--- config.mk ---
export PLATFORM = sky130hd
export DESIGN_NAME = core_bus_arbiter
export DESIGN_NICKNAME = d
export VERILOG_FILES = /design/src/rtl/core_bus_arbiter_pkg.sv /design/src/rtl/core_bus_arbiter_arb2_pick.sv /design/src/rtl/core_bus_arbiter.sv
export SDC_FILE = /design/constraint.sdc
export NUM_CORES = 1
export LEC_CHECK = 0
export CAP_MARGIN = 20
export CORE_MARGIN = 2
export CORE_UTILIZATION = 40
export CTS_CLUSTER_DIAMETER = 150
export CTS_CLUSTER_SIZE = 24
export DETAILED_ROUTE_END_ITERATION = 12
export MAX_ROUTING_LAYER = met4
export PLACE_DENSITY = 0.8
export SYNTH_ARGS = -nofsm -noshare
export SYNTH_HDL_FRONTEND = slang
export SYNTH_HIERARCHICAL = 1
export SYNTH_SLANG_ARGS = --single-unit
--- constraint.sdc ---
create_clock -name clk -period 6.6 [get_ports clk]
set_clock_uncertainty 0.05 [all_clocks]
set_input_delay 1.32 -clock clk [delete_from_list [all_inputs] [get_ports clk]]
set_output_delay 1.32 -clock clk [all_outputs]
set_load 0.01 [all_outputs]
--- src/rtl/core_bus_arbiter_pkg.sv ---
// core_bus_arbiter_pkg
// Shared types and constants for the core bus arbiter slice.
//   state_e : arbiter FSM states (IDLE, BUSY)
//   owner_e : which core interface owns the Wishbone transaction
//   SEL_ALL : all-ones byte select for a full-width bus word
package core_bus_arbiter_pkg;

  typedef enum logic {
    IDLE = 1'b0,
    BUSY = 1'b1
  } state_e;

  // Encoding matches the bit positions of the picker's request/grant vectors.
  typedef enum logic {
    OWNER_INSTR = 1'b0,
    OWNER_DATA  = 1'b1
  } owner_e;

  localparam int unsigned BUS_DATA_WIDTH = 32;
  localparam int unsigned BUS_SEL_WIDTH  = BUS_DATA_WIDTH / 8;
  localparam logic [BUS_SEL_WIDTH-1:0] SEL_ALL = {BUS_SEL_WIDTH{1'b1}};

endpackage

--- src/rtl/core_bus_arbiter_arb2_pick.sv ---
// arb2_pick
// Combinational two-way picker producing a one-hot grant.
//   req_i        : request vector, bit 0 = port 0, bit 1 = port 1
//   last_i       : index of the port served most recently
//   fixed_prio_i : 1 = port 1 wins every tie, 0 = round-robin on ties
//   gnt_o        : one-hot grant (all zero when nothing requests)
module arb2_pick
  import core_bus_arbiter_pkg::*;
(
  input  logic [1:0] req_i,
  input  logic       last_i,
  input  logic       fixed_prio_i,
  output logic [1:0] gnt_o
);

  always_comb begin
    gnt_o = 2'b00;
    case (req_i)
      2'b01: gnt_o = 2'b01;
      2'b10: gnt_o = 2'b10;
      // On a round-robin tie the port that was not served last goes next.
      2'b11: begin
        if (fixed_prio_i) begin
          gnt_o = 2'b10;
        end else begin
          gnt_o = last_i ? 2'b01 : 2'b10;
        end
      end
      default: gnt_o = 2'b00;
    endcase
  end

endmodule

--- src/rtl/core_bus_arbiter.sv ---
// core_bus_arbiter
// Shares one Wishbone master port between the core's instruction and data
// req/gnt/rvalid interfaces, one transaction at a time.
//   clk, rst           : clock, asynchronous active-high reset
//   instr_*            : instruction fetch interface (read only)
//   data_*             : data interface (read/write, byte enables, error)
//   wb_*               : Wishbone master towards the Controller core_* port
// Optional build macro: CORE_BUS_ARBITER_TIMEOUT_EN adds a Wishbone wait
// limit of TIMEOUT_CYCLES; a timed-out transaction returns rdata 0 and, for
// the data port, data_err_o = 1.
module core_bus_arbiter
  import core_bus_arbiter_pkg::*;
#(
  parameter int unsigned ADDR_WIDTH     = 32,
  parameter int unsigned DATA_WIDTH     = BUS_DATA_WIDTH,
  parameter int unsigned DATA_PRIORITY  = 1,
  parameter int unsigned TIMEOUT_CYCLES = 255
) (
  input  logic                    clk,
  input  logic                    rst,
  input  logic                    instr_req_i,
  input  logic [ADDR_WIDTH-1:0]   instr_addr_i,
  output logic                    instr_gnt_o,
  output logic                    instr_rvalid_o,
  output logic [DATA_WIDTH-1:0]   instr_rdata_o,
  input  logic                    data_req_i,
  input  logic                    data_we_i,
  input  logic [DATA_WIDTH/8-1:0] data_be_i,
  input  logic [ADDR_WIDTH-1:0]   data_addr_i,
  input  logic [DATA_WIDTH-1:0]   data_wdata_i,
  output logic                    data_gnt_o,
  output logic                    data_rvalid_o,
  output logic [DATA_WIDTH-1:0]   data_rdata_o,
  output logic                    data_err_o,
  output logic                    wb_cyc_o,
  output logic                    wb_stb_o,
  output logic                    wb_we_o,
  output logic [DATA_WIDTH/8-1:0] wb_sel_o,
  output logic [ADDR_WIDTH-1:0]   wb_addr_o,
  output logic [DATA_WIDTH-1:0]   wb_data_o,
  input  logic [DATA_WIDTH-1:0]   wb_data_i,
  input  logic                    wb_ack_i
);

  localparam int unsigned BE_W = DATA_WIDTH / 8;
  localparam logic [BE_W-1:0] INSTR_SEL =
    (BE_W == BUS_SEL_WIDTH) ? BE_W'(SEL_ALL) : {BE_W{1'b1}};

  state_e                state_q, state_d;
  owner_e                owner_q, owner_d;
  owner_e                lastOwner_q, lastOwner_d;
  logic [ADDR_WIDTH-1:0] addr_q;
  logic                  we_q;
  logic [BE_W-1:0]       sel_q;
  logic [DATA_WIDTH-1:0] wdata_q;
  logic [DATA_WIDTH-1:0] instrRdata_q, dataRdata_q;
  logic                  instrRvalid_q, dataRvalid_q;
  logic [1:0]            pickReq, pickGnt;
  logic                  launch, finish, timedOut;

  // Requests are only considered while idle and out of reset, so every gnt
  // is combinational on the same cycle as its req and never issued in BUSY.
  assign pickReq = (state_q == IDLE && !rst) ? {data_req_i, instr_req_i} : 2'b00;

  arb2_pick u_pick (
    .req_i        (pickReq),
    .last_i       (lastOwner_q == OWNER_DATA),
    .fixed_prio_i (DATA_PRIORITY != 0),
    .gnt_o        (pickGnt)
  );

  always_comb begin
    state_d     = state_q;
    owner_d     = owner_q;
    lastOwner_d = lastOwner_q;
    launch      = 1'b0;
    finish      = 1'b0;
    case (state_q)
      IDLE: begin
        if (|pickGnt) begin
          launch  = 1'b1;
          state_d = BUSY;
          owner_d = pickGnt[1] ? OWNER_DATA : OWNER_INSTR;
        end
      end
      BUSY: begin
        if (wb_ack_i || timedOut) begin
          finish      = 1'b1;
          state_d     = IDLE;
          lastOwner_d = owner_q;
        end
      end
      default: state_d = IDLE;
    endcase
  end

  always_ff @(posedge clk or posedge rst) begin
    if (rst) begin
      state_q       <= IDLE;
      owner_q       <= OWNER_INSTR;
      lastOwner_q   <= OWNER_DATA;
      addr_q        <= '0;
      we_q          <= 1'b0;
      sel_q         <= '0;
      wdata_q       <= '0;
      instrRdata_q  <= '0;
      dataRdata_q   <= '0;
      instrRvalid_q <= 1'b0;
      dataRvalid_q  <= 1'b0;
    end else begin
      state_q       <= state_d;
      owner_q       <= owner_d;
      lastOwner_q   <= lastOwner_d;
      instrRvalid_q <= finish && (owner_q == OWNER_INSTR);
      dataRvalid_q  <= finish && (owner_q == OWNER_DATA);
      if (launch) begin
        if (pickGnt[1]) begin
          addr_q  <= data_addr_i;
          we_q    <= data_we_i;
          sel_q   <= data_be_i;
          wdata_q <= data_wdata_i;
        end else begin
          addr_q  <= instr_addr_i;
          we_q    <= 1'b0;
          sel_q   <= INSTR_SEL;
          wdata_q <= '0;
        end
      end
      // A timeout without ack returns zero data.
      if (finish && owner_q == OWNER_INSTR) begin
        instrRdata_q <= wb_ack_i ? wb_data_i : '0;
      end
      if (finish && owner_q == OWNER_DATA) begin
        dataRdata_q <= wb_ack_i ? wb_data_i : '0;
      end
    end
  end

`ifdef CORE_BUS_ARBITER_TIMEOUT_EN
  localparam int unsigned TO_W = (TIMEOUT_CYCLES > 255) ? 16 : 8;

  logic [TO_W-1:0] toCnt_q, toCnt_d;
  logic            dataErr_q;

  // The limit is hit on the last permitted BUSY cycle; an ack on that same
  // cycle still completes normally.
  assign timedOut = (state_q == BUSY) && !wb_ack_i &&
                    (toCnt_q == TO_W'(TIMEOUT_CYCLES - 1));

  always_comb begin
    toCnt_d = toCnt_q;
    if (launch) begin
      toCnt_d = '0;
    end else if (state_q == BUSY && !wb_ack_i) begin
      toCnt_d = toCnt_q + TO_W'(1);
    end
  end

  always_ff @(posedge clk or posedge rst) begin
    if (rst) begin
      toCnt_q   <= '0;
      dataErr_q <= 1'b0;
    end else begin
      toCnt_q   <= toCnt_d;
      dataErr_q <= timedOut && (owner_q == OWNER_DATA);
    end
  end

  assign data_err_o = dataErr_q;
`else
  logic unusedTimeout;

  assign timedOut      = 1'b0;
  assign unusedTimeout = ^TIMEOUT_CYCLES;
  assign data_err_o    = 1'b0;
`endif

  assign instr_gnt_o    = pickGnt[0];
  assign data_gnt_o     = pickGnt[1];
  assign instr_rvalid_o = instrRvalid_q;
  assign instr_rdata_o  = instrRdata_q;
  assign data_rvalid_o  = dataRvalid_q;
  assign data_rdata_o   = dataRdata_q;
  assign wb_cyc_o       = (state_q == BUSY);
  assign wb_stb_o       = (state_q == BUSY);
  assign wb_we_o        = we_q;
  assign wb_sel_o       = sel_q;
  assign wb_addr_o      = addr_q;
  assign wb_data_o      = wdata_q;

endmodule

# After elaboration in Yosys (flattened, before gate mapping)
# Index checks and enable logic that the tools add are counted.
[totals] in_bits=138 ff_bits=137 word_cells=36
[op_classes] mux=14 bitwise=2 eq_ne=3 reduce_logical=7
[ops] cell="two-way mux 32 bit" count=3
[ops] cell="two-way mux 1 bit" count=7
[ops] cell="== test 2 bit, second input constant" count=2
[ops] cell="two-way mux 4 bit" count=1
[ops] cell="case mux 2 bit (2 select lines)" count=1
[ops] cell="OR reduction 2 bit" count=2
[ops] cell="logical AND 1 bit" count=3
[ops] cell="== test 2 x 1 -> 1 bit, second input constant" count=1
[ops] cell="two-way mux 2 bit" count=1
[ops] cell="NOT 1 bit" count=2
[ops] cell="case mux 1 bit (2 select lines)" count=1
[ops] cell="AND reduction 2 bit" count=1
[ops] cell="logical NOT 1 bit" count=1

# Logic depth before layout (Yosys ltp)
[logic_depth] word_depth=9 mapped_depth=12 mapped_depth_nobuf=7

# Hierarchy
# Netlist, hierarchy kept.
[by_module_without_submodules] module="core_bus_arbiter" cells_each=404 area_each_um2=5486.5 n_inst=1 seq_area_each_um2=3454.6
[by_module_without_submodules] module="arb2_pick" cells_each=4 area_each_um2=30.0 n_inst=1 seq_area_each_um2=0.0

# Least setup slack after synthesis
# No wires, ideal clock.
[synth_timing] path_kind="input-to-output" from="input port rst" to="output port data_gnt_o" arrival_time_ps=4974 cell_stages=4 n_path_buf=0 t_required_ps=5230 setup_slack_ps=256 path_cell_list="inv_1 and3_1 inv_1 a21oi_1"
[synth_via] elab_chain_cells=6
[synth_rtl] element="start, declared" line_no="core_bus_arbiter.sv:20" text="input logic rst,"
[synth_rtl] element="logical NOT 1 bit (no line) *"
[synth_rtl] element="logical AND 1 bit *" line_no="core_bus_arbiter.sv:63" text="assign pickReq = (state_q == IDLE && !rst) ? {data_req_i, instr_req_i} : 2'b00;"
[synth_rtl] element="two-way mux 2 bit *" line_no="core_bus_arbiter.sv:63"
[synth_rtl] element="via pickReq[1]" line_no="core_bus_arbiter.sv:58" text="logic [1:0] pickReq, pickGnt;"
[synth_rtl] element="== test 2 bit" line_no="core_bus_arbiter_arb2_pick.sv:18" text="case (req_i)"
[synth_rtl] element="OR reduction 2 bit (no line)"
[synth_rtl] element="case mux 2 bit (2 select lines) *" line_no="core_bus_arbiter_arb2_pick.sv:18"
[synth_rtl] element="end, declared" line_no="core_bus_arbiter.sv:31" text="output logic data_gnt_o,"
# Mark *: on every way through the listed nets, which the timed path passes. The rest lies on a longest branch.

# Worst setup path in the final report
[layout_timing] from="input port rst" to="output port instr_gnt_o"
[layout_via] elab_chain_cells=6
[layout_rtl] element="logical NOT 1 bit (no line) *"
[layout_rtl] element="logical AND 1 bit *" line_no="core_bus_arbiter.sv:63"
[layout_rtl] element="two-way mux 2 bit *" line_no="core_bus_arbiter.sv:63"
[layout_rtl] element="via pickReq[0]" line_no="core_bus_arbiter.sv:58"
[layout_rtl] element="== test 2 bit" line_no="core_bus_arbiter_arb2_pick.sv:18"
[layout_rtl] element="OR reduction 2 bit (no line)"
[layout_rtl] element="case mux 2 bit (2 select lines) *" line_no="core_bus_arbiter_arb2_pick.sv:18"
[layout_rtl] element="end, declared" line_no="core_bus_arbiter.sv:23" text="output logic instr_gnt_o,"
# Marks and branches as above.

==> impl_metrics.env <==
export IMPL_status="finished clean"
export IMPL_grt_max_degree=83
export IMPL_period_needed_ns=4.694
export IMPL_firstDrtPassIters=4
export IMPL_cp_slowest_cell="clkdlybuf4s50_1"
export IMPL_syn_cell_area_mm2=0.005517
export IMPL_cts_resized=0
export IMPL_clock_sinks=138
export IMPL_powerDensity_mw_per_mm2=491.5
export IMPL_synth_main_ff_cell="dfrtp_1"
export IMPL_wire_per_inst_um=19.28
export IMPL_cp_required_ns=5.23
export IMPL_crit_type="in -> out"
export IMPL_layout_nets=812
export IMPL_cts_tree="yes"
export IMPL_track_usage=0.2332
export IMPL_yosys_area_top_type_share=0.6215
export IMPL_ys_seq_elements=138
export IMPL_port_buffer_count=276
export IMPL_htreeDepth=4
export IMPL_tns_ns=0
export IMPL_num_rows=42
export IMPL_synthArstFlopShare=1.000
export IMPL_hold_depth=2
export IMPL_boundaryPins=278
export IMPL_start_util=0.4133
export IMPL_synth_nets=546
export IMPL_path_common_cell="clkdlybuf4s50_1"
export IMPL_gr_total_overflow=0
export IMPL_rsz0062_at_grt="false"
export IMPL_synth_most_common_cell="dfrtp_1"
export IMPL_final_setup_viol_count=0
export IMPL_p_leak_nw=3.792
export IMPL_syn_instance_count=408
export IMPL_r2r_end="wb_we_o$_DFFE_PP0P_"
export IMPL_final_cell_area_mm2=0.009021
export IMPL_final_cells=863
export IMPL_die_h_um=121.4
export IMPL_critPathCaptureType="output port"
export IMPL_hold_viol_final=0
export IMPL_dp_cells=830
export IMPL_drt_iter0_drc=204
export IMPL_areaGrowthSynthToFinish_pct=63.53
export IMPL_slew_violations=0
export IMPL_place_congestion=0.7965
export IMPL_cts_root_buf="clkbuf_16"
export IMPL_slew_headroom=0.3252
export IMPL_numCtsBuffers=17
export IMPL_die_w_um=121.4
export IMPL_synth_top_area_cell="dfrtp_1"
export IMPL_placed_area_mm2=0.008383
export IMPL_antenna_found_initial=0
export IMPL_rr_worst_depth=9
export IMPL_clkLatencyLatePin_ns=0.41
export IMPL_grt_pass1_wl_mm=25.54
export IMPL_fin_crit_sh=0.7112
export IMPL_drc=0
export IMPL_cts_setup_buffers=0
export IMPL_cp_top_family="buffers and inverters"
export IMPL_hold_path_end="lastOwner_q$_DFFE_PP1P_"
export IMPL_ant_nets=0
export IMPL_cp_cell_sequence="clkdlybuf4s50_1 -> inv_6 -> and3_1 -> o21a_1 -> clkdlybuf4s50_1"
export IMPL_hold_path_class="reg -> reg"
export IMPL_ys_seq_area_frac=0.6262
export IMPL_yosysWarnings=6
export IMPL_synthTopCellsByCount="dfrtp_1, mux2_2, a22o_1"
export IMPL_n_antenna_cell=0
export IMPL_nFillCells=996
export IMPL_place_hpwl_mm=11.78
export IMPL_synth_edf_count=0
export IMPL_synth_area_leaders="dfrtp_1, mux2_2, a22o_1, o32ai_1, mux2_4"
export IMPL_cp_buffers_inverters=3
export IMPL_cpPeakStageDelay_ns=0.56
export IMPL_clockBufferDepth=2
export IMPL_cp_max_fo=59
export IMPL_clock_fmax_ghz=0.2131
export IMPL_drt_total_wl_mm=16.64
export IMPL_dieArea_mm2=0.01475
export IMPL_arrival_ns=3.32
export IMPL_start_kind="input pin"
export IMPL_clk_pin_slew_ns=0.06
export IMPL_core_area_mm2=0.01335
export IMPL_drv_cap=0
export IMPL_hp_start="lastOwner_q$_DFFE_PP1P_"
export IMPL_rr_startpoint="wb_cyc_o$_DFF_PP0_"
export IMPL_first_global_vias=4773
export IMPL_irDropWorstVdd_v=0.0002091
export IMPL_viasPerCell=5.191
export IMPL_vias=4480
export IMPL_drive_gt1_frac=0.1485
export IMPL_rrSetupSlack_ns=2.83
export IMPL_syn_area_per_cell_um2=13.52
export IMPL_synth_cell_types=32
export IMPL_postCtsHoldBufs=0
export IMPL_worstMarginPinSlew_ns=1.012
[state kept, by name, summed over array words and instances (netlist names), 4 cells and up]
name,flops
wb_sel_o,4
instr_rdata_o,32
data_rdata_o,32
wb_addr_o,32
wb_data_o,32
[placed cells by master, fill, tap and decap left out, types with 2 or more instances in the layout]
cell type / count
clkinv_2: 2
conb_1: 2
o21a_1: 2
and3_1: 2
mux2_2: 44
a22o_1: 33
o22a_1: 4
mux2_1: 10
buf_4: 4
nand2_2: 2
buf_16: 2
dfrtp_1: 137
mux2_4: 10
o32ai_1: 20
inv_1: 3
nor3b_1: 12
bufinv_16: 3
inv_6: 3
nor2_1: 32
nor3_1: 24
clkdlybuf4s50_1: 276
clkinv_4: 4
nand2b_1: 2
nand2_1: 4
clkinvlp_4: 2
clkbuf_16: 17
o22ai_1: 20
[power breakdown]
group / internal (mW) / total [mW] / switching, mW
logic: 1.16 / 1.93 / 0.764
clock network: 0.607 / 0.973 / 0.365
registers: 1.26 / 1.53 / 0.272
[per-layer routing]
layer / track usage / routed length [um] / vias up
met5: - / 0 / -
met3: 0.05263 / 1032 / 31
li1: - / - / 2034
met2: 0.3964 / 8655 / 192
met4: 0.09914 / 495 / 0
met1: 0.2659 / 6453 / 2223
[final cells by class]
type / instances / area, um2 / area share
timing repair buffer: 282 / 2848 / 0.3157
multi-input combinational: 230 / 1862 / 0.2064
clock inverter: 13 / 167.7 / 0.01859
inverter: 5 / 26.28 / 0.002913
tap: 176 / 220.2 / 0.02441
sequential: 138 / 3455 / 0.3829
clock buffer: 19 / 442.9 / 0.04910
[metrics by stage]
step / setup WS, ns / hold slack (ns) / utilization / power, mW
after floorplan: 0.2564 / 0.3893 / - / 2.371
after global placement: 1.936 / 0.3985 / 0.6260 / 3.398
after detailed placement: 1.884 / 0.4083 / 0.6280 / 3.473
after CTS: 1.873 / 0.4172 / 0.6738 / 4.469
after global routing: 1.754 / 0.4585 / 0.6759 / 4.674
final: 1.906 / 0.4182 / 0.6759 / 4.434
[worst max-delay path by stage]
stage	start	endpoint	slack, ns	cells after the start
global placement	rst	instr_gnt_o	1.94	5
detailed placement	rst	instr_gnt_o	1.88	5
finish	rst	instr_gnt_o	1.91	5
CTS	rst	instr_gnt_o	1.87	5
floorplan	rst	data_gnt_o	0.26	4
global route	rst	instr_gnt_o	1.75	5
[cells by family (layout without fill, tap and decap cells)]
group,count (synthesis),count (layout),share of synthesized area
compound gates,81,81,0.1186
buf+inv,40,319,0.03878
flops,138,138,0.6262
mux,64,64,0.1374
other cells,2,2,0.001361
simple gates,83,83,0.07757
[worst min-delay path, cell delays in order, from the launching register on]
cell and delay [ns]:
dfstp_2 0.37, nand2_1 0.05, nand2_1 0.05
Note: power is estimated with default switching activity, not from simulation.
